### src/rtl/interface_tx.sv
// interface_tx: FIFO-buffers ALU result words and feeds them to tx_module one byte per start/done handshake.
// Build macro TX_FRAME_EN: each word goes out as a 3-byte frame (8'hA5, data, 8'hA5 ^ data); requires DBIT=8.
module interface_tx #(
    parameter int DBIT   = 8,
    parameter int FIFO_W = 2
) (
    input  logic            clk,
    input  logic            reset,
    input  logic            wr,
    input  logic [DBIT-1:0] din,
    input  logic            tx_done_tick,
    output logic            tx_start,
    output logic [DBIT-1:0] tx_din,
    output logic            tx_empty,
    output logic            tx_full,
    output logic            overflow
);
    localparam int DEPTH = 1 << FIFO_W;
    localparam logic [FIFO_W:0] FULL_CNT = (FIFO_W+1)'(DEPTH);

    typedef enum logic [1:0] {IDLE, SEND, WAIT} state_t;

    logic [DBIT-1:0]   mem_q [DEPTH];
    logic [FIFO_W-1:0] wptr_q;
    logic [FIFO_W-1:0] rptr_q;
    logic [FIFO_W:0]   count_q;
    logic              overflow_q;
    state_t            state_q, state_d;
    logic [DBIT-1:0]   word_q, word_d;
    logic              tx_start_q, tx_start_d;
    logic [DBIT-1:0]   tx_din_q, tx_din_d;
    logic              push;
    logic              pop;

    assign tx_empty = (count_q == '0);
    assign tx_full  = (count_q == FULL_CNT);
    assign push     = wr && !tx_full;
    assign tx_start = tx_start_q;
    assign tx_din   = tx_din_q;
    assign overflow = overflow_q;

`ifdef TX_FRAME_EN
    localparam logic [DBIT-1:0] HDR = DBIT'(8'hA5);

    logic [1:0] idx_q, idx_d;

    function automatic logic [DBIT-1:0] frame_byte(input logic [1:0] idx, input logic [DBIT-1:0] w);
        case (idx)
            2'd0:    frame_byte = HDR;
            2'd1:    frame_byte = w;
            default: frame_byte = HDR ^ w;
        endcase
    endfunction

    always_ff @(posedge clk or negedge reset) begin
        if (!reset) idx_q <= 2'd0;
        else        idx_q <= idx_d;
    end
`endif

    // FIFO storage holds only data, so it needs no reset
    always_ff @(posedge clk) begin
        if (push) mem_q[wptr_q] <= din;
    end

    always_ff @(posedge clk or negedge reset) begin
        if (!reset) begin
            wptr_q     <= '0;
            rptr_q     <= '0;
            count_q    <= '0;
            overflow_q <= 1'b0;
        end else begin
            if (push) wptr_q <= wptr_q + 1'b1;
            if (pop)  rptr_q <= rptr_q + 1'b1;
            case ({push, pop})
                2'b10:   count_q <= count_q + 1'b1;
                2'b01:   count_q <= count_q - 1'b1;
                default: count_q <= count_q;
            endcase
            // a full FIFO drops the write even when a pop happens on the same edge
            if (wr && tx_full) overflow_q <= 1'b1;
        end
    end

    always_comb begin
        state_d    = state_q;
        word_d     = word_q;
        tx_start_d = 1'b0;
        tx_din_d   = tx_din_q;
        pop        = 1'b0;
`ifdef TX_FRAME_EN
        idx_d      = idx_q;
`endif
        case (state_q)
            IDLE: begin
                if (!tx_empty) begin
                    pop     = 1'b1;
                    word_d  = mem_q[rptr_q];
                    state_d = SEND;
`ifdef TX_FRAME_EN
                    idx_d   = 2'd0;
`endif
                end
            end
            SEND: begin
                // start and byte are registered, so they appear together in the first WAIT cycle
                tx_start_d = 1'b1;
`ifdef TX_FRAME_EN
                tx_din_d   = frame_byte(idx_q, word_q);
`else
                tx_din_d   = word_q;
`endif
                state_d    = WAIT;
            end
            WAIT: begin
                if (tx_done_tick) begin
`ifdef TX_FRAME_EN
                    if (idx_q != 2'd2) begin
                        idx_d   = idx_q + 2'd1;
                        state_d = SEND;
                    end else begin
                        state_d = IDLE;
                    end
`else
                    state_d = IDLE;
`endif
                end
            end
            default: state_d = IDLE;
        endcase
    end

    always_ff @(posedge clk or negedge reset) begin
        if (!reset) begin
            state_q    <= IDLE;
            tx_start_q <= 1'b0;
            tx_din_q   <= '0;
        end else begin
            state_q    <= state_d;
            tx_start_q <= tx_start_d;
            tx_din_q   <= tx_din_d;
        end
    end

    always_ff @(posedge clk) begin
        word_q <= word_d;
    end

endmodule

### config.mk
export PLATFORM = sky130hd
export DESIGN_NAME = interface_tx
export DESIGN_NICKNAME = d
export VERILOG_FILES = /design/src/rtl/interface_tx.sv
export SDC_FILE = /design/constraint.sdc
export NUM_CORES = 1
export LEC_CHECK = 0
export BUFFER_PORTS_ARGS = -buffer_cell sky130_fd_sc_hd__buf_2
export CAP_MARGIN = 15
export CORE_MARGIN = 3
export CORE_UTILIZATION = 60
export DETAILED_ROUTE_END_ITERATION = 12
export GPL_TIMING_DRIVEN = 0
export PLACE_DENSITY = 0.8
export SLEW_MARGIN = 20
export SYNTH_ARGS = -nofsm -noshare
export SYNTH_HDL_FRONTEND = slang
export SYNTH_SLANG_ARGS = --single-unit
export TNS_END_PERCENT = 30
### constraint.sdc
create_clock -name clk -period 5.64 [get_ports clk]
set_input_delay 0.846 -clock clk [delete_from_list [all_inputs] [get_ports clk]]
set_output_delay 0.846 -clock clk [all_outputs]
set_load 0.1 [all_outputs]
==> summary.md, run 1 <==
| Metric | Value |
|---|---|
| Wl on met1 | `1.46 mm` |
| CP required | `4.79 ns` |
| H-tree Lvls | `3` |
| Final Cycle Share | `0.439` |
| Length of routed met2 wiring | `1.56 mm` |
| Clk sinks | `59` |
| Syn Area/Cell | `20.6 sq um` |
| GP Congestion | `0.653` |
| Hold Vio Cnt, Final | `0` |
| Vias | `1043` |
| CTS tree | `yes` |
| DP Area | `2440 sq um` |
| Most common cell in the netlist | `edfxtp_1` |
| Max incr delay on CP | `0.50 ns` |
| Cts hold-fix bufs | `0` |
| 1st-iter DRT viols | `36` |
| Final core occ | `0.749` |
| Post-CTS Setup Bufs | `0` |
| Dpl hpwl | `2.18 mm` |
| Setup crit end kind | `output pin` |
| Number of synthesis warnings | `0` |
| Worst Hold Class | `in -> async` |
| Drt pass-1 iters | `4` |
| Die H | `67.5 um` |
| Mapped Nets | `128` |
| Unrepaired setup endpoints after global routing | `no` |
| PnR worst setup slack | `3.16 ns` |
| Clock Root Buffer | `clkbuf_8` |
| CTS clk-pin slew, worst paths | `0.06 ns` |
| Nets | `162` |
| First-pass GRT wire length | `5.43 mm` |
| GRT overflow | `0` |
| Clock insertion delay at the later pin of the skew report | `0.32 ns` |
| Starting Density | `0.650` |
| Vias in the first global route | `1106` |
| Port Buffers | `23` |
| Post-Syn Area | `2270 sq um` |
| Critical path cell sequence | `nor3_2 -> buf_2` |
| Tot GR Track Use | `0.177` |
| Initial antenna violation count | `0` |
| Synth top area cells | `edfxtp_1 53%, dfrtp_1 21%, mux4_2 7.9%` |
| Crit path kind | `reg -> out` |
| Skew final | `0.00887 ns` |
| Min Tclk post-route | `2.48 ns` |
| Number of synthesized flops with an enable pin | `40` |
| Crit path launch type | `flop` |
| Antenna cells | `0` |
| Remaining antenna violation count | `0` |
| Sequential-to-total area share from yosys stat | `0.738` |
| Yosys cell types | `25` |
| Worst slew pin tran | `0.763 ns` |
| Max-cap violations | `0` |
| Top_reg_cell synth | `edfxtp_1` |
| CP top delay family | `buffers and inverters` |
| Met3 routed wirelength | `183 um` |
| Highest metal layer with signal wires | `met4` |
| Slew Limit Headroom | `0.489` |
| Max-slew violation count | `0` |
| Async SR Flop Fraction | `0.322` |
| Largest net degree at the start of global routing | `20` |
| DRT Wirelength | `3.26 mm` |
| Crit path max fanout | `4` |
| DRC viols | `0` |
| Synth Register Bits | `59` |
| Outcome | `finished clean` |
| Area delta synth->final | `15.2%` |
| Fin area | `2620 sq um` |
| Row count | `21` |
| Cts bufs inserted | `9` |
| Final TNS setup | `0 ns` |
| Fill cells | `190` |
| I/O pin cnt | `24` |
| Chip width | `67.5 um` |
| Top-area cell type share of the netlist area | `0.529` |
| Post-synth top cells | `40 x edfxtp_1, 19 x dfrtp_1, 8 x mux2_1, 8 x mux4_2, 5 x ha_1` |
| Core Box Area | `3490 sq um` |
| Yosys top cell by area | `edfxtp_1` |
| Buf+Inv Stages, Crit Path | `1` |
| Final setup fails | `0` |
| Clock buffer depth | `2` |
| Via-per-instance ratio | `5.35` |
| Avg WL per Cell | `16.7 um` |
| Die ar. | `4560 sq um` |
| Layout cell share with drive strength beyond 1 | `0.376` |
| Gates resized, CTS repair | `0` |
| Fmax | `0.404 GHz` |
| Pre-CTS worst setup slack | `3.29 ns` |
| Slowest-stage cell, CP | `buf_2` |
| Cell count after synthesis | `110` |
| Crit path DAT | `1.63 ns` |
[metal layers]
metal,up-vias,GRT usage
met5,-,0
met4,0,0.0911
met3,9,0.0749
met2,30,0.277
met1,520,0.210
li1,484,-
[state kept, by name, summed over array words and instances (netlist names)]
| signal | cells |
|---|---|
| state_q | 2 |
| tx_din | 8 |
| count_q | 3 |
| overflow | 1 |
| mem_q | 32 |
| tx_start | 1 |
| word_q | 8 |
| wptr_q | 2 |
| rptr_q | 2 |
[per-stage QoR]
| step | hold slack, ns | cells |
|---|---|---|
| 6_report | 0.451 | 195 |
| 5_1_grt | 0.460 | 195 |
| 4_1_cts | 0.448 | 195 |
| 3_5_place_dp | 0.450 | 179 |
| 3_3_place_gp | 0.436 | 179 |
| 2_1_floorplan | 0.439 | 110 |
[final timing paths]
check / from / endpoint / slack [ns] / cells after the start
setup / recovery: count_q[0]$_DFFE_PN0P_ / tx_empty / 3.16 / 2
hold / removal: reset / tx_din[4]$_DFFE_PN0P_ / 0.45 / 1
setup reg to reg: count_q[0]$_DFFE_PN0P_ / count_q[1]$_DFFE_PN0P_ / 3.29 / 5
hold reg to reg: word_q[1]$_DFFE_PP_ / tx_din[1]$_DFFE_PN0P_ / 0.46 / 1
max in group asynchronous: reset / wptr_q[1]$_DFFE_PN0P_ / 4.90 / 1
min in group clk: word_q[1]$_DFFE_PP_ / tx_din[1]$_DFFE_PN0P_ / 0.46 / 1
[kinds of logic (layout without fill, tap and decap cells)]
family          count (synthesis)  count (layout)  share of synthesized area
fa+ha+maj                       6               6                     0.0364
xor+xnor                        6               6                     0.0231
compound gates                  1               1                    0.00386
buf+inv                         6              45                     0.0132
mux                            18              18                      0.131
simple gates                   14              14                     0.0545
flops                          59              59                      0.738
[final cells by class]
cell class	count	area (sq um)	share of cell area
multi-input combinational	45	564	0.216
buffer	3	18.8	0.00717
timing repair buffer	23	115	0.0440
inverter	3	11.3	0.00430
clock inverter	3	13.8	0.00526
tap	46	57.6	0.0220
clock buffer	13	159	0.0607
sequential	59	1680	0.641
[placed cells by master (no fill, tap or decap), types with 3 or more instances in the layout]
cell type / count
clkbuf_1: 3
ha_1: 5
dfrtp_1: 19
buf_2: 23
inv_1: 3
edfxtp_1: 40
mux2_1: 8
mux4_2: 8
clkbuf_8: 11
xor2_1: 3
xnor2_1: 3
Power of run 1 is left out: the tool's default activity adds up to more than one toggle a clock period on the data nets, which glitch-free logic cannot reach.
==> inputs of run 2 (changes only) <==
--- a/config.mk
+++ b/config.mk
@@ -8,10 +8,10 @@
 export BUFFER_PORTS_ARGS = -buffer_cell sky130_fd_sc_hd__buf_2
 export CAP_MARGIN = 15
 export CORE_MARGIN = 3
-export CORE_UTILIZATION = 60
+export CORE_UTILIZATION = 57
 export DETAILED_ROUTE_END_ITERATION = 12
 export GPL_TIMING_DRIVEN = 0
-export PLACE_DENSITY = 0.8
+export PLACE_DENSITY = 0.77
 export SLEW_MARGIN = 20
 export SYNTH_ARGS = -nofsm -noshare
 export SYNTH_HDL_FRONTEND = slang
==> constraint.sdc (replaced) <==
create_clock -name clk -period 2.3 [get_ports clk]
set_input_delay 0.345 -clock clk [delete_from_list [all_inputs] [get_ports clk]]
set_output_delay 0.345 -clock clk [all_outputs]
set_load 0.1 [all_outputs]
==> run 2 against run 1 <==
Net effect:
- via count is 0.77% higher
- non-clock buffer count is 1 higher
- critical path depth is 3 higher
- global-route usage is 1.1 points lower
- clock-buffer cell count is 1 higher
==> summary.md, run 2 (synthesis results as in run 1) <==
| Metric | Value |
|---|---|
| Outcome | `finished clean (unchanged)` |
| Via-per-instance ratio | `5.31 (was 5.35)` |
| GRT overflow | `0 (unchanged)` |
| Row count | `22 (was 21)` |
| Worst slew pin tran | `0.582 ns (was 0.763 ns)` |
| Area delta synth->final | `16.6% (was 15.2%)` |
| Clk sinks | `59 (unchanged)` |
| Cts bufs inserted | `9 (unchanged)` |
| Crit path max fanout | `10 (was 4)` |
| Buf+Inv Stages, Crit Path | `0 (was 1)` |
| FF-to-FF setup slack | `0.17 ns (was 3.29 ns)` |
| Drt pass-1 iters | `4 (unchanged)` |
| Pre-CTS worst setup slack | `0.114 ns (was 3.29 ns)` |
| Clock insertion delay at the later pin of the skew report | `0.32 ns (about the same)` |
| Slowest-stage cell, CP | `dfrtp_1 (was buf_2)` |
| Tot GR Track Use | `0.166 (was 0.177)` |
| Setup crit end kind | `flop (was output pin)` |
| Slew Limit Headroom | `0.612 (was 0.489)` |
| CP Launch Point | `count_q[1]$_DFFE_PN0P_ (was count_q[0]$_DFFE_PN0P_)` |
| DRT Wirelength | `3.33 mm (was 3.26 mm)` |
| Commonest non-fill, non-tap cells in the layout | `40 x edfxtp_1, 23 x buf_2, 18 x dfrtp_1 (was 40 x edfxtp_1, 23 x buf_2, 19 x dfrtp_1)` |
| PnR worst setup slack | `0.175 ns (was 3.16 ns)` |
| Initial antenna violation count | `0 (unchanged)` |
| Worst Hold Class | `in -> reg (was in -> async)` |
| Max-cap violations | `0 (unchanged)` |
| Clock Root Buffer | `clkbuf_8 (unchanged)` |
| Vias | `1051 (was 1043)` |
| Die H | `69.1 um (was 67.5 um)` |
| Clock buffer depth | `2 (unchanged)` |
| Die ar. | `4780 sq um (was 4560 sq um)` |
| CTS clk-pin slew, worst paths | `0.06 ns (about the same)` |
| Crit path depth | `5 (was 2)` |
| Final Cycle Share | `0.924` |
| Vias in the first global route | `1168 (was 1106)` |
| Reg2reg start | `count_q[1]$_DFFE_PN0P_ (was count_q[0]$_DFFE_PN0P_)` |
| Crit path kind | `reg -> reg (was reg -> out)` |
| First-pass GRT wire length | `5.81 mm (was 5.43 mm)` |
| Nets | `163 (was 162)` |
| Gates resized, CTS repair | `0 (unchanged)` |
| Crit path DAT | `2.33 ns (was 1.63 ns)` |
| Placed cells | `181 (was 179)` |
| Hold Vio Cnt, Final | `0 (unchanged)` |
| Worst R2R Path Depth | `5 (unchanged)` |
| Hold path depth | `1` |
| CP top delay family | `adder cells (was buffers and inverters)` |
| Max reg flops | `32 (unchanged)` |
| Skew final | `0.00527 ns (was 0.00887 ns)` |
| Core Box Area | `3740 sq um (was 3490 sq um)` |
| Final setup fails | `0 (unchanged)` |
| H-tree Lvls | `3 (unchanged)` |
| 1st-iter DRT viols | `34 (was 36)` |
| Layout cell share with drive strength beyond 1 | `0.393 (was 0.376)` |
| Chip width | `69.1 um (was 67.5 um)` |
| Largest net degree at the start of global routing | `20 (unchanged)` |
| Remaining antenna violation count | `0 (unchanged)` |
| Avg WL per Cell | `16.8 um (was 16.7 um)` |
| Critical path cell sequence | `nor3_4 -> nor3_4 -> ha_2 -> fa_2 -> mux2_2 (was nor3_2 -> buf_2)` |
| DRC viols | `0 (unchanged)` |
| Reg-to-Reg End | `count_q[1]$_DFFE_PN0P_ (unchanged)` |
| I/O pin cnt | `24 (unchanged)` |
| Port Buffers | `23 (unchanged)` |
| Commonest non-fill, non-tap cell in the layout | `edfxtp_1 (unchanged)` |
| Min Tclk post-route | `2.13 ns` |
| Most frequent CP cell | `nor3_4` |
| Fmax | `0.471 GHz` |
| GP Congestion | `0.724 (was 0.653)` |
| Antenna cells | `0 (unchanged)` |
| Max-slew violation count | `0 (unchanged)` |
| End point of the critical path | `count_q[1]$_DFFE_PN0P_ (was tx_empty)` |
| CP required | `2.50 ns (was 4.79 ns)` |
| Post-CTS Setup Bufs | `0 (unchanged)` |
| Starting Density | `0.607 (was 0.650)` |
| Unrepaired setup endpoints after global routing | `no (unchanged)` |
| CTS tree | `yes (unchanged)` |
| Max incr delay on CP | `0.50 ns (about the same)` |
| Crit path launch type | `flop (unchanged)` |
| Finished Layout Cells | `198 (was 195)` |
| Biggest register | `mem_q (unchanged)` |
-- run 2: final cells by class --
class	count	area (sq um)
repair buffers	24	125
fillers	255	1100
well taps	48	60.1
inverters	3	11.3
plain buffers	3	18.8
flip-flops and latches	59	1680
clock buffers	14	163
clock inverters	2	10.0
multi-input cells	45	582
-- run 2: how the worst min path moves through the flow --
stage                                         to   start
after floorplan           count_q[0]$_DFFE_PN0P_   reset
after global placement    state_q[1]$_DFFE_PN0P_   reset
after detailed placement   tx_din[1]$_DFFE_PN0P_   reset
after CTS                  mem_q[2][6]$_DFFE_PP_  din[6]
after global routing       mem_q[2][3]$_DFFE_PP_  din[3]
final                      mem_q[2][6]$_DFFE_PP_  din[6]
-- run 2: stage by stage --
stage / TNS, ns / instance area [sq um] / util / hold WS [ns]
floorplan: -0.597 / 2290 / - / 0.0494
global placement: 0 / 2460 / 0.658 / 0.293
detailed placement: 0 / 2460 / 0.658 / 0.317
CTS: 0 / 2650 / 0.707 / 0.218
global route: 0 / 2650 / 0.707 / 0.221
finish: 0 / 2650 / 0.707 / 0.239
-- run 2: per-layer routing --
layer | wire length [um] | vias up | global-route usage
met5 | 0 | - | 0
met4 | 29 | 0 | 0.0651
met3 | 187 | 5 | 0.0729
met2 | 1730 | 26 | 0.263
met1 | 1390 | 533 | 0.202
li1 | - | 487 | -
-- run 2: repair_timing --
item	in CTS	in global routing
hold buffers	1	0
endpoints found under the hold margin	19	0
endpoints found under the setup margin	0	1
Power of run 2 is left out for the same reason.
